===== config.mk =====
export PLATFORM = sky130hd
export DESIGN_NAME = dcp_pkt_wrr_arb
export DESIGN_NICKNAME = d
export VERILOG_FILES = /design/src/rtl/sw_arb_pkg.sv /design/src/rtl/rr_find_first.sv /design/src/rtl/dcp_pkt_wrr_arb.sv
export SDC_FILE = /design/constraint.sdc
export NUM_CORES = 1
export LEC_CHECK = 0
export ABC_AREA = 1
export CAP_MARGIN = 20
export CORE_ASPECT_RATIO = 0.8
export CORE_UTILIZATION = 30
export CTS_BUF_LIST = sky130_fd_sc_hd__clkbuf_4 sky130_fd_sc_hd__clkbuf_8
export DETAILED_ROUTE_END_ITERATION = 12
export GPL_TIMING_DRIVEN = 1
export PLACE_DENSITY = 0.79
export REMOVE_ABC_BUFFERS = 1
export SYNTH_ARGS = -nofsm -noshare
export SYNTH_HDL_FRONTEND = slang
export SYNTH_SLANG_ARGS = --single-unit

===== constraint.sdc =====
create_clock -name iClk -period 1.98 [get_ports iClk]
set_input_delay 0.396 -clock iClk [delete_from_list [all_inputs] [get_ports iClk]]
set_output_delay 0.396 -clock iClk [all_outputs]
set_load 0.02 [all_outputs]

===== src/rtl/sw_arb_pkg.sv =====
// Shared types and helpers for the packet-aware weighted round-robin arbiter.
package sw_arb_pkg;

  typedef enum logic {
    IDLE = 1'b0,
    XFER = 1'b1
  } arb_state_e;

  localparam int unsigned WGT_MAX_W = 16;

  // Index width for n requesters, never narrower than one bit.
  function automatic int unsigned idx_width(input int unsigned n);
    return (n > 1) ? $clog2(n) : 1;
  endfunction

  // A zero weight still earns one packet per turn.
  function automatic logic [WGT_MAX_W-1:0] eff_weight(input logic [WGT_MAX_W-1:0] w);
    return (w == '0) ? WGT_MAX_W'(1) : w;
  endfunction

endpackage


===== src/rtl/rr_find_first.sv =====
// Circular find-first-set: first asserted request at or after start, wrapping.
module rr_find_first #(
  parameter int unsigned NUM_IN = 4,
  parameter int unsigned IW     = 2
) (
  input  logic [NUM_IN-1:0] req,
  input  logic [IW-1:0]     start,
  output logic [IW-1:0]     idx,
  output logic              found
);

  logic [IW:0]   sum;
  logic [IW-1:0] pos;

  // Scan from the farthest offset down so the nearest hit is written last.
  always_comb begin
    idx   = '0;
    found = 1'b0;
    sum   = '0;
    pos   = '0;
    for (int i = NUM_IN - 1; i >= 0; i--) begin
      sum = {1'b0, start} + (IW+1)'(i);
      if (sum >= (IW+1)'(NUM_IN)) begin
        sum = sum - (IW+1)'(NUM_IN);
      end
      pos = sum[IW-1:0];
      if (req[pos]) begin
        idx   = pos;
        found = 1'b1;
      end
    end
  end

endmodule


===== src/rtl/dcp_pkt_wrr_arb.sv =====
// Packet-locked weighted round-robin arbiter sharing one Decoupled output
// between NUM_IN input buffers; each input gets EW(i) packets per turn.
module dcp_pkt_wrr_arb
  import sw_arb_pkg::*;
#(
  parameter  int unsigned NUM_IN = 4,
  parameter  int unsigned DW     = 18,
  parameter  int unsigned WW     = 4,
  localparam int unsigned IW     = idx_width(NUM_IN)
) (
  input  logic                      iClk,
  input  logic                      iRst,
  input  logic [NUM_IN-1:0]         iReqVld,
  output logic [NUM_IN-1:0]         oReqRdy,
  input  logic [NUM_IN-1:0][DW-1:0] iReqPld,
  input  logic [NUM_IN-1:0]         iReqLast,
  input  logic [NUM_IN-1:0][WW-1:0] iWeight,
  output logic                      oOutVld,
  input  logic                      iOutRdy,
  output logic [DW-1:0]             oOutPld,
  output logic                      oOutLast,
  output logic [IW-1:0]             oGntIdx,
  output logic                      oBusy
);

  arb_state_e    state_q;
  logic [IW-1:0] ptr_q;
  logic [WW-1:0] cnt_q;
  logic [IW-1:0] gnt_q;

  logic [IW-1:0] win;
  logic          win_found;
  logic          beat;

  rr_find_first #(
    .NUM_IN (NUM_IN),
    .IW     (IW)
  ) u_find (
    .req   (iReqVld),
    .start (ptr_q),
    .idx   (win),
    .found (win_found)
  );

  // Zero-latency data path while a packet is locked; quiet otherwise.
  always_comb begin
    oOutVld  = 1'b0;
    oOutPld  = '0;
    oOutLast = 1'b0;
    oReqRdy  = '0;
    if (state_q == XFER) begin
      oOutVld        = iReqVld[gnt_q];
      oOutPld        = iReqPld[gnt_q];
      oOutLast       = iReqLast[gnt_q];
      oReqRdy[gnt_q] = iOutRdy;
    end
  end

  assign beat    = oOutVld && iOutRdy;
  assign oGntIdx = gnt_q;
  assign oBusy   = (state_q == XFER);

  // Grant FSM with per-input packet credit.
  always_ff @(posedge iClk or posedge iRst) begin
    if (iRst) begin
      state_q <= IDLE;
      ptr_q   <= '0;
      cnt_q   <= '0;
      gnt_q   <= '0;
    end else begin
      case (state_q)
        IDLE: begin
          if (win_found) begin
            if ((win != ptr_q) || (cnt_q == '0)) begin
              ptr_q <= win;
              cnt_q <= WW'(eff_weight(WGT_MAX_W'(iWeight[win])));
            end
            gnt_q   <= win;
            state_q <= XFER;
          end
        end
        XFER: begin
          if (beat && oOutLast) begin
            state_q <= IDLE;
            if ((cnt_q == '0) || (cnt_q == WW'(1))) begin
              ptr_q <= (ptr_q == IW'(NUM_IN - 1)) ? '0 : ptr_q + IW'(1);
              cnt_q <= '0;
            end else begin
              cnt_q <= cnt_q - WW'(1);
            end
          end
        end
        default: state_q <= IDLE;
      endcase
    end
  end

endmodule


==> metrics.csv <==
stage,metric,value,unit
yosys,synth_area_leaders,"nand2_1 (18%), dfrtp_1 (15%), nand3_1 (13%), a22oi_1 (9.6%), a31oi_1 (8.0%)",
floorplan,die_area,5250,um^2
route,drc,0,
yosys,synth_ff_type,dfrtp_1,
cts,clkSinkCount,9,
worst_setup_path,rr_endpoint,cnt_q[2],
worst_setup_path,reg2reg_depth,14,
yosys,yosysTopAreaCell,nand2_1,
final_layout,insertedDiodeCount,0,
run_status,outcome,"complete, but fails checks",
cts,cts_htree_levels,1,
sta,maxSlewViolCount,0,
cts,clk_pin_slew,0.05,ns
global_route,grt_pass1_wl,10400,um
worst_setup_path,setup.worst_path.end_class,flop,
floorplan,coreArea,4680,um^2
sta,fmax,488,MHz
placed_design,portBuffers,125,
cts,clkLatencyLatePin,0.23,ns
route,post_drt_wl_per_cell,14.6,um
worst_setup_path,reg2reg_from,ptr_q[0],
sta,slew_headroom,76.1,%
run,maxCapViolCount,0,
cts,hold_buffers,0,
sta,rsz0062_at_grt,yes,
route,viasPerCell,5.19,
floorplan,fp.dieW,80.8,um
yosys,ys_seq_area_share,15.1,%
worst_setup_path,cp-start-kind,flop,
cts,root_buffer,clkbuf_8,
sta,setup_slack,-0.0692,ns
yosys,syn_area,1490,um^2
cts,cts_buffers,3,
final_layout,nets,511,
yosys,ys_types,32,
worst_setup_path,path_max_fanout,7,
final_layout,utilization,70.3,%
placed_design,dpl-instance-area,3070,um^2
power,total_leakage_power,1.49,nW
yosys,synth_edf_count,0,
yosys,syn_avg_cell_area,5.98,um^2
placed_design,pre_cts_ws,-0.351,ns
yosys,yosysTopAreaCellShare,17.6,%
final_layout,nFillCells,373,
run_status,violations,setup timing,
yosys,yosysMostFrequentCell,nand2_1,
global_route,overflow,0,
yosys,syn_inst,249,
final_layout,final_area,3290,um^2
sta,clock_skew,0.00278,ns
route,ant_nets,0,
cts,cts_buffer_depth,2,
worst_setup_path,worst_ep_arrival_time,2.16,ns
yosys,ys_ff_latch,9,
sta,min_period,2.05,ns
hold_path,min_path_type,input pin to async pin,
floorplan,rows,22,
power,cellPowerDensity,1780,nW/um^2
global_route,grt_use_total,25.1,%
floorplan,die_h,65.0,um
yosys,synth_warnings,0,
sta,fin_crit_sh,103,%
global_route,grt_busiest_layer,met2,
sta,setup_viol,6,
yosys,synthArstFlopShare,100,%
sta,max_slew.worst_pin.slew,0.358,ns
global_route,use_met1,28.4,%
route,finalWirelength,6850,um
global_route,met2_usage,47.8,%
final_layout,area_growth,121,%
route,vias,2427,
yosys,yosys-top-cells-count,"nand2_1 (70), nand3_1 (39), a22oi_1 (19), a31oi_1 (19), inv_1 (19)",
cts,tritoncts,built,
worst_setup_path,critPathKind,flop to flop,
sta,tns,-0.326,ns
worst_setup_path,critPathRequiredTime,2.09,ns
placed_design,gp_congestion,0.856,
route,firstDrtPassIters,4,
global_route,grt_pass1_vias,2294,
floorplan,initial_core_util,31.8,%
sta,holdWs,0.431,ns
floorplan,io_pins,126,
power,vdd_drop_max,0.00129,V
final_layout,drive_gt1_share,31.4,%
global_route,met3_usage,3.94,%
sta,finalHoldViolCount,0,
global_route,grt_max_degree,16,
route,dr.first_iter.drc_count,87,
global_route,antenna_found_initial,0,
placed_design,dp_hpwl,5210,um
worst_setup_path,r2r_slack,-0.07,ns
-- state kept, by name, summed over array words and instances, names as in the netlist --
name / count
cnt_q: 4
oGntIdx: 2
ptr_q: 2
oBusy: 1
-- layer usage --
| layer | wire length [um] | vias to the layer above |
|---|---|---|
| li1 | - | 1188 |
| met1 | 2730 | 1127 |
| met2 | 3600 | 100 |
| met3 | 416 | 12 |
| met4 | 110 | 0 |
| met5 | 0 | - |
-- critical path, cell delays in order (launching register included) --
cell      delay, ns
dfrtp_1        0.42
buf_6          0.15
buf_8          0.13
o21ai_4        0.14
nand2_1        0.11
nand2_1        0.11
inv_2          0.08
nand2_4        0.11
o21ai_2        0.06
nand3b_1       0.17
nand2_2        0.09
nand2_4        0.07
buf_4          0.15
nand2_1        0.05
o21ai_0        0.07
-- area by class of cell --
cell class / instances / area [um^2] / share of cell area (%)
tap: 60 / 75.1 / 2.28
sequential: 9 / 228 / 6.92
timing repair buffer: 169 / 1560 / 47.5
multi-input combinational: 202 / 1270 / 38.7
clock buffer: 4 / 48.8 / 1.48
inverter: 24 / 104 / 3.16
-- report_power, final --
part	total (mW)	switching (mW)	internal [mW]
sequential	0.382	0.101	0.281
combinational	5.26	2.95	2.30
clock	0.225	0.0708	0.154
-- layout by cell type (no fill, tap or decap), drive strengths merged --
master	count
o31ai	1
nor3	2
dlymetal6s2s	2
nor2	11
xnor2	1
inv	22
clkinv	1
ha	3
a221oi	2
clkdlybuf4s50	96
a22oi	19
dfrtp	9
clkinvlp	1
nand3b	1
a21oi	2
a31oi	19
o21ai	11
clkbuf	4
buf	64
dlygate4sd2	7
xor2	1
nand2	81
nand3	44
o22ai	4
-- cells by family (layout without fill, tap and decap cells) --
group	after synthesis	count (layout)	share of synthesized area [%]
compound gates	58	58	26.1
xor+xnor	2	2	1.18
fa+ha+maj	3	3	2.52
buf+inv	38	197	11.1
flops	9	9	15.1
simple gates	139	139	44.0
-- stage by stage --
stage	instances	total power, mW
after global placement	457	5.07
after detailed placement	457	5.14
final	468	5.86
after CTS	466	5.35
after floorplan	235	2.92
after global routing	468	6.28
-- worst max-delay path by stage --
stage / from / to / slack (ns) / depth (start not counted)
floorplan: oGntIdx[1] / cnt_q[0] / -0.75 / 8
global placement: iReqVld[3] / oOutVld / -0.35 / 6
detailed placement: iReqVld[3] / ptr_q[1] / -0.35 / 16
CTS: iReqVld[0] / ptr_q[1] / 0.004 / 16
global route: ptr_q[0] / cnt_q[0] / -0.19 / 17
finish: ptr_q[0] / cnt_q[2] / -0.07 / 14
-- what timing repair did --
action,CTS,global route
gates resized for setup,127,42
cloned,0,1
buffers inserted,5,1
setup endpoints to repair,30,21
pin swaps,10,9
(Power assumes the default switching activity.)
